### config.mk
export PLATFORM = sky130hd
export DESIGN_NAME = enemy_move_control
export DESIGN_NICKNAME = d
export VERILOG_FILES = /design/src/rtl/enemy_move_control.sv
export SDC_FILE = /design/constraint.sdc
export NUM_CORES = 1
export LEC_CHECK = 0
export BUFFER_PORTS_ARGS = -buffer_cell sky130_fd_sc_hd__buf_2
export CORE_MARGIN = 5
export CORE_UTILIZATION = 40
export CTS_BUF_LIST = sky130_fd_sc_hd__clkbuf_8
export DETAILED_ROUTE_END_ITERATION = 8
export PLACE_DENSITY = 0.72
export SLEW_MARGIN = 15
export SYNTH_ARGS = -nofsm -noshare
export SYNTH_HDL_FRONTEND = slang
export SYNTH_SLANG_ARGS = --single-unit
### constraint.sdc
create_clock -name clock -period 1.63 [get_ports clock]
set_input_delay 0.4075 -clock clock [delete_from_list [all_inputs] [get_ports clock]]
set_output_delay 0.4075 -clock clock [all_outputs]
set_load 0.1 [all_outputs]
### src/rtl/enemy_move_control.sv
// Moore control FSM for one falling enemy sprite: spawn, draw 4x4, hold, erase, step down.
// Outputs are decoded from registered state only; the datapath supplies cnt and delay_cnt.
module enemy_move_control #(
    parameter int Y_STEPS    = 116,
    parameter int HOLD_TICKS = 1
) (
    input  logic       clock,
    input  logic       resetn,
    input  logic       run,
    input  logic       hit,
    input  logic [3:0] cnt,
    input  logic [3:0] delay_cnt,
    output logic       loadX,
    output logic       load_colour,
    output logic       loadY,
    output logic       load_black,
    output logic       en_counter,
    output logic       en_delay_counter,
    output logic       reset_delay,
    output logic       plot,
    output logic       escaped,
    output logic       killed
);

    localparam logic [6:0] LAST_STEP = 7'(Y_STEPS - 1);
    localparam logic [3:0] HOLD_C    = 4'(HOLD_TICKS);

    typedef enum logic [2:0] {
        IDLE   = 3'd0,
        LOAD_X = 3'd1,
        LOAD_C = 3'd2,
        DRAW   = 3'd3,
        WAIT   = 3'd4,
        ERASE  = 3'd5,
        MOVE   = 3'd6
    } state_t;

    state_t     state_q, state_d;
    logic [6:0] step_q, step_d;
    logic       hit_pending_q, hit_pending_d;

    // State, step counter and pending-hit flag registers
    always_ff @(posedge clock) begin
        if (!resetn) begin
            state_q       <= IDLE;
            step_q        <= 7'd0;
            hit_pending_q <= 1'b0;
        end else begin
            state_q       <= state_d;
            step_q        <= step_d;
            hit_pending_q <= hit_pending_d;
        end
    end

    // Next-state, step and hit bookkeeping
    always_comb begin
        state_d       = state_q;
        step_d        = step_q;
        hit_pending_d = hit_pending_q;
        case (state_q)
            IDLE: begin
                if (run) state_d = LOAD_X;
                else     state_d = IDLE;
            end
            LOAD_X: begin
                step_d        = 7'd0;
                hit_pending_d = 1'b0;
                state_d       = LOAD_C;
            end
            LOAD_C: state_d = DRAW;
            DRAW: begin
                if (hit) hit_pending_d = 1'b1;
                else     hit_pending_d = hit_pending_q;
                if (cnt == 4'd15) state_d = WAIT;
                else              state_d = DRAW;
            end
            WAIT: begin
                if (hit) hit_pending_d = 1'b1;
                else     hit_pending_d = hit_pending_q;
                if (delay_cnt >= HOLD_C) state_d = ERASE;
                else                     state_d = WAIT;
            end
            ERASE: begin
                if (hit) hit_pending_d = 1'b1;
                else     hit_pending_d = hit_pending_q;
                if (cnt == 4'd15) state_d = MOVE;
                else              state_d = ERASE;
            end
            MOVE: begin
                // kill and escape both end this enemy; otherwise step one row down
                if (hit_pending_q || (step_q == LAST_STEP)) begin
                    if (run) state_d = LOAD_X;
                    else     state_d = IDLE;
                end else begin
                    step_d = step_q + 7'd1;
                    if (run) state_d = DRAW;
                    else     state_d = IDLE;
                end
            end
            default: state_d = IDLE;
        endcase
    end

    // Moore output decode from registered state
    always_comb begin
        loadX            = 1'b0;
        load_colour      = 1'b0;
        loadY            = 1'b0;
        load_black       = 1'b0;
        en_counter       = 1'b0;
        en_delay_counter = 1'b0;
        reset_delay      = 1'b0;
        plot             = 1'b0;
        escaped          = 1'b0;
        killed           = 1'b0;
        case (state_q)
            LOAD_X: loadX = 1'b1;
            LOAD_C: load_colour = 1'b1;
            DRAW: begin
                en_counter = 1'b1;
                plot       = 1'b1;
            end
            WAIT: begin
                reset_delay      = 1'b1;
                en_delay_counter = 1'b1;
            end
            ERASE: begin
                load_black = 1'b1;
                en_counter = 1'b1;
                plot       = 1'b1;
            end
            MOVE: begin
                if (hit_pending_q)            killed  = 1'b1;
                else if (step_q == LAST_STEP) escaped = 1'b1;
                else                          loadY   = 1'b1;
            end
            default: loadX = 1'b0;
        endcase
    end

endmodule

# Word-level counts from Yosys, hierarchy flattened
# Index checks and enable logic that the tools add are counted.
# Widths: inputs -> output; s select.
dict set report classes {
  reduce_logical 8
  magnitude_cmp 1
  n_addsub 1
  eq_ne 10
  mux 24
}
# op count
set op_table {}
lappend op_table {{$pmux 3 s7} 1}
lappend op_table {{$mux 1} 16}
lappend op_table {{$pmux 7 s2} 1}
lappend op_table {{$eq 3x3->1 const B} 3}
lappend op_table {{$add 7x1->7 const B} 1}
lappend op_table {{$eq 7x7->1 const B} 1}
lappend op_table {{$mux 7} 1}
lappend op_table {{$eq 3x2->1 const B} 2}
lappend op_table {{$mux 3} 2}
lappend op_table {{$eq 4x4->1 const B} 1}
lappend op_table {{$ge 4x1->1 const B} 1}
lappend op_table {{$mux 2} 2}
lappend op_table {{$reduce_and 2->1} 2}
lappend op_table {{$reduce_bool 2->1} 2}
lappend op_table {{$eq 3x1->1 const B} 1}
lappend op_table {{$logic_not 3->1} 1}
lappend op_table {{$reduce_or 3->1} 1}
lappend op_table {{$ne 2x1->1 const B} 1}
lappend op_table {{$ne 2x2->1 const B} 1}
lappend op_table {{$pmux 1 s2} 1}
lappend op_table {{$reduce_or 2->1} 1}
lappend op_table {{$logic_or 1x1->1} 1}
dict set report totals {
  input_bits 12
  register_bits 11
}

# Depth between registers and ports, before layout
dict set report depth {
  ltp_word 4
  depth_mapped 5
  ltp_nobuf 4
}

# Worst setup path after synthesis
# OpenSTA, ideal clock, no wires.
dict set report synth_path {
  path_kind {register -> output}
  from {reg state_q[0]}
  to {out load_colour}
  t_required_ns 1.222
  arrival_ns 2.716
  slack_ns -1.493
  path_stages_with_launch 3
  cell_sequence {dfxtp_1 -> clkbuf_2 -> nor3b_1}
}
dict set report synth_via {
  elab_chain_cells 2
}
# item line
set synth_rtl {}
lappend synth_rtl {{start: declaration} 38} ;# state_t state_q, state_d;
lappend synth_rtl {{start signal: assignment} 49} ;# state_q <= state_d;
lappend synth_rtl {{$eq 3x2->1} 116} ;# case (state_q)
lappend synth_rtl {{$mux 1} 116}
lappend synth_rtl {{end: declaration} 14} ;# output logic load_colour,
# Every way passes these cells.

# Final worst setup path
dict set report layout_path {
  from {reg step_q[1]}
  to {out escaped}
}
dict set report layout_via {
  elab_chain_cells 4
}
# item line
set layout_rtl {}
lappend layout_rtl {{start: declaration} 39} ;# logic [6:0] step_q, step_d;
lappend layout_rtl {{start signal: assignment} 50} ;# step_q <= step_d;
lappend layout_rtl {{$eq 7x7->1} 134} ;# else if (step_q == LAST_STEP) escaped = 1'b1;
lappend layout_rtl {{$mux 1} 134}
lappend layout_rtl {{$mux 1} 133} ;# if (hit_pending_q) killed = 1'b1;
lappend layout_rtl {{$mux 1} 116}
lappend layout_rtl {{end: declaration} 21} ;# output logic escaped,
# Every way passes these cells.

==> results.txt <==
Die area: 2560 sq um
Post-Synth Simple-Gate Area: 31.9%
Cells after DPL: 116
Initial antenna violation count: 0
Clock latency on the worst-skew pair: 250 ps
Sequential share of the synthesized area: 33.5%
CP Class: flop to output port
Compound-gate portion of the synthesized area: 18.1%
Layout area overhead: 86.1%
Cell Rows: 14
Hold_ws: 469 ps
Total chip power: 831 uW
Worst Skew: 2.39 ps
Vias in the first global route: 664
Endpoint with the worst hold slack: state_q[1]$_SDFF_PN0_
Multiplexer share of the synthesized area: 4.56%
Final setup fails: 9
Hold Buf Count CTS: 0
Die Wd: 50.6 microns
Leading post-synthesis cells by cell area: dfxtp_1, a21oi_1, mux2i_1, nand2_1, nand2b_1
Main combinational cell family by area after synthesis: simple AND/OR/NAND/NOR gates
Post-route ant nets: 0
Unrepaired setup endpoints after global routing: true
RR Endpoint: step_q[5]$_SDFFE_PN0P_
PD cells: 678 nW/um^2
Remaining design rule violation count: 0
R2R Path Start: hit_pending_q$_SDFFE_PN0P_
Worst-Margin Slew: 331 ps
Fin util: 79.5%
H-tree Lvls: 1
Leakage: 0.000475 uW
Post-Layout Cell Count: 131
Top-area cell type share of the netlist area: 33.5%
Synth cell types: 32
Synth area leader: dfxtp_1
Clock buffer depth: 2
Crit path DAT: 1410 ps
Synth Area per Inst: 8.33 sq um
Setup WS pre-CTS: 54.0 ps
Setup WS post-layout: -188 ps
Gr ovfl total: 0
Routed WL: 2290 microns
Slew Limit Fails: 0
TritonCTS clock tree: yes
IO Pins: 22
Layout fillers: 88
Worst-path clk slew: 50 ps
Fraction of layout cells with a size suffix above 1: 55.7%
Post-synth EDFFs: 0
Hold Path Class: input pin to flop
Crit end category: output port
Die Y-Extent: 50.6 microns
Mapped cell area: 658 sq um
Vias per std cell: 5.66
RePlAce Congestion: 0.848
Status: finished with violations
Starting DRT DRC Count: 27
Slew margin rel.: 77.9%
Largest net degree at the start of global routing: 14
Num CTS Buffers: 3
Worst reg2reg setup slack: 50 ps
Startpoint Class: flop
R2R cell count: 5
Avg WL per Cell: 17.5 microns
First-pass GRT wire length: 3290 microns
Worst-path fanout max: 4
Hold Crit Start: resetn
Sinks on the clock net: 11
Synth Flop Type: dfxtp_1
Worst vdd ir: 0.691 mV
Total track usage: 17.2%
Post-Synth Adder-Cell Area: 1.90%
Fin crit period: 1820 ps
Hold Path Stages: 2
Flops & latches, synth: 11
Vias: 742
Worst Path Required: 1220 ps
Synth Instances: 79
Net count after synthesis: 92
IO Port Bufs: 21
Share of flip-flops with an asynchronous set or reset: 0%
Initial DRT Pass Iterations: 4
Nets: 129
Multi-input gate area: 502 sq um
Final hold violation count: 0
Core ar.: 1540 sq um
Max cap viols: 0
Warnings from Yosys: 0
Post-Synth XOR/XNOR Area: 1.33%
Failing checks: setup timing
Ratio of final minimum period to clock period: 112%
Achievable Freq: 550 MHz
Diodes inserted: 0
Initial Utilization: 42.7%
Root Buffer: clkbuf_8
Post-DP HPWL: 1260 microns
Sequential cell area: 231 sq um
repair_timing:
item                       4_1_cts  5_1_grt
setup endpoints to repair       10       10
resized for setup                9        8
hold endpoints to repair         0        0
setup buffers                    7        4
pin swaps                        8        4
critical path, stage by stage, from the launching register on:
cell and delay (ps):
dfxtp_2 350, ha_4 160, and4bb_4 280, nand2_2 70, nor2_4 120, buf_12 180
synth_stat cells (2+ instances only):
| cell | number |
|---|---|
| or4_1 | 2 |
| inv_1 | 5 |
| and2_1 | 2 |
| nand2b_1 | 4 |
| nand2_1 | 7 |
| dfxtp_1 | 11 |
| mux2i_1 | 3 |
| o21ai_0 | 3 |
| nor2_1 | 3 |
| nor3b_1 | 2 |
| a21oi_1 | 9 |
| o31ai_1 | 2 |
| or3_1 | 2 |
| nand3_1 | 4 |
| buf_4 | 3 |
layout make-up:
| type | count | area share, % |
|---|---|---|
| clock buffers | 3 | 3.37 |
| inverters | 5 | 2.04 |
| repair buffers | 37 | 32.8 |
| clock inverters | 1 | 0.306 |
| multi-input cells | 58 | 41.0 |
| well taps | 16 | 1.63 |
| flip-flops and latches | 11 | 18.9 |
power breakdown:
| group | internal [uW] | switching (uW) | total, uW |
|---|---|---|---|
| logic | 119 | 142 | 261 |
| clock network | 166 | 115 | 282 |
| registers | 277 | 11.6 | 289 |
per-stage QoR:
| stage | setup TNS (ps) | instance area (sq um) |
|---|---|---|
| final | -576 | 1220 |
| after detailed placement | 0 | 1030 |
| after floorplan | -800 | 790 |
| after global routing | -901 | 1220 |
| after global placement | 0 | 1030 |
| after CTS | -549 | 1160 |
cell families after synthesis:
family | after synthesis
and+or+nand+nor | 34
AOI/OAI and AO/OA | 19
DFF | 11
buffers and inverters | 10
muxes | 3
xor gates and xnor gates | 1
adders and majority gates | 1
layout by cell type (no fill, tap or decap), drive strengths merged, types with 3 or more instances in the layout:
cell / n
buf: 37
mux2i: 3
inv: 5
nand2b: 4
clkbuf: 3
nor2: 3
nand3: 4
dfxtp: 11
o21ai: 3
a21oi: 9
nand2: 7
worst max path at each step:
stage	end	slack [ps]	cells past startpoint	startpoint
detailed placement	escaped	50	5	step_q[1]$_SDFFE_PN0P_
global route	escaped	-230	5	step_q[1]$_SDFFE_PN0P_
finish	escaped	-190	5	step_q[1]$_SDFFE_PN0P_
global placement	loadX	90	3	state_q[1]$_SDFF_PN0_
floorplan	killed	-160	3	state_q[2]$_SDFF_PN0_
CTS	escaped	-210	5	step_q[1]$_SDFFE_PN0P_
registers in the layout, summed over array words and instances (netlist names):
signal         cells
step_q             7
state_q            3
hit_pending_q      1
metal layers:
| layer | wire length [microns] | share of wire (%) | vias up | track usage, % |
|---|---|---|---|---|
| met5 | 0 | 0 | - | 0 |
| met4 | 71 | 3.1 | 0 | 11.1 |
| met3 | 143 | 6.2 | 8 | 6.21 |
| met2 | 1190 | 52 | 25 | 25.2 |
| met1 | 884 | 39 | 354 | 20.9 |
| li1 | - | - | 355 | - |
No activity file was read; power rests on OpenSTA's default activity.
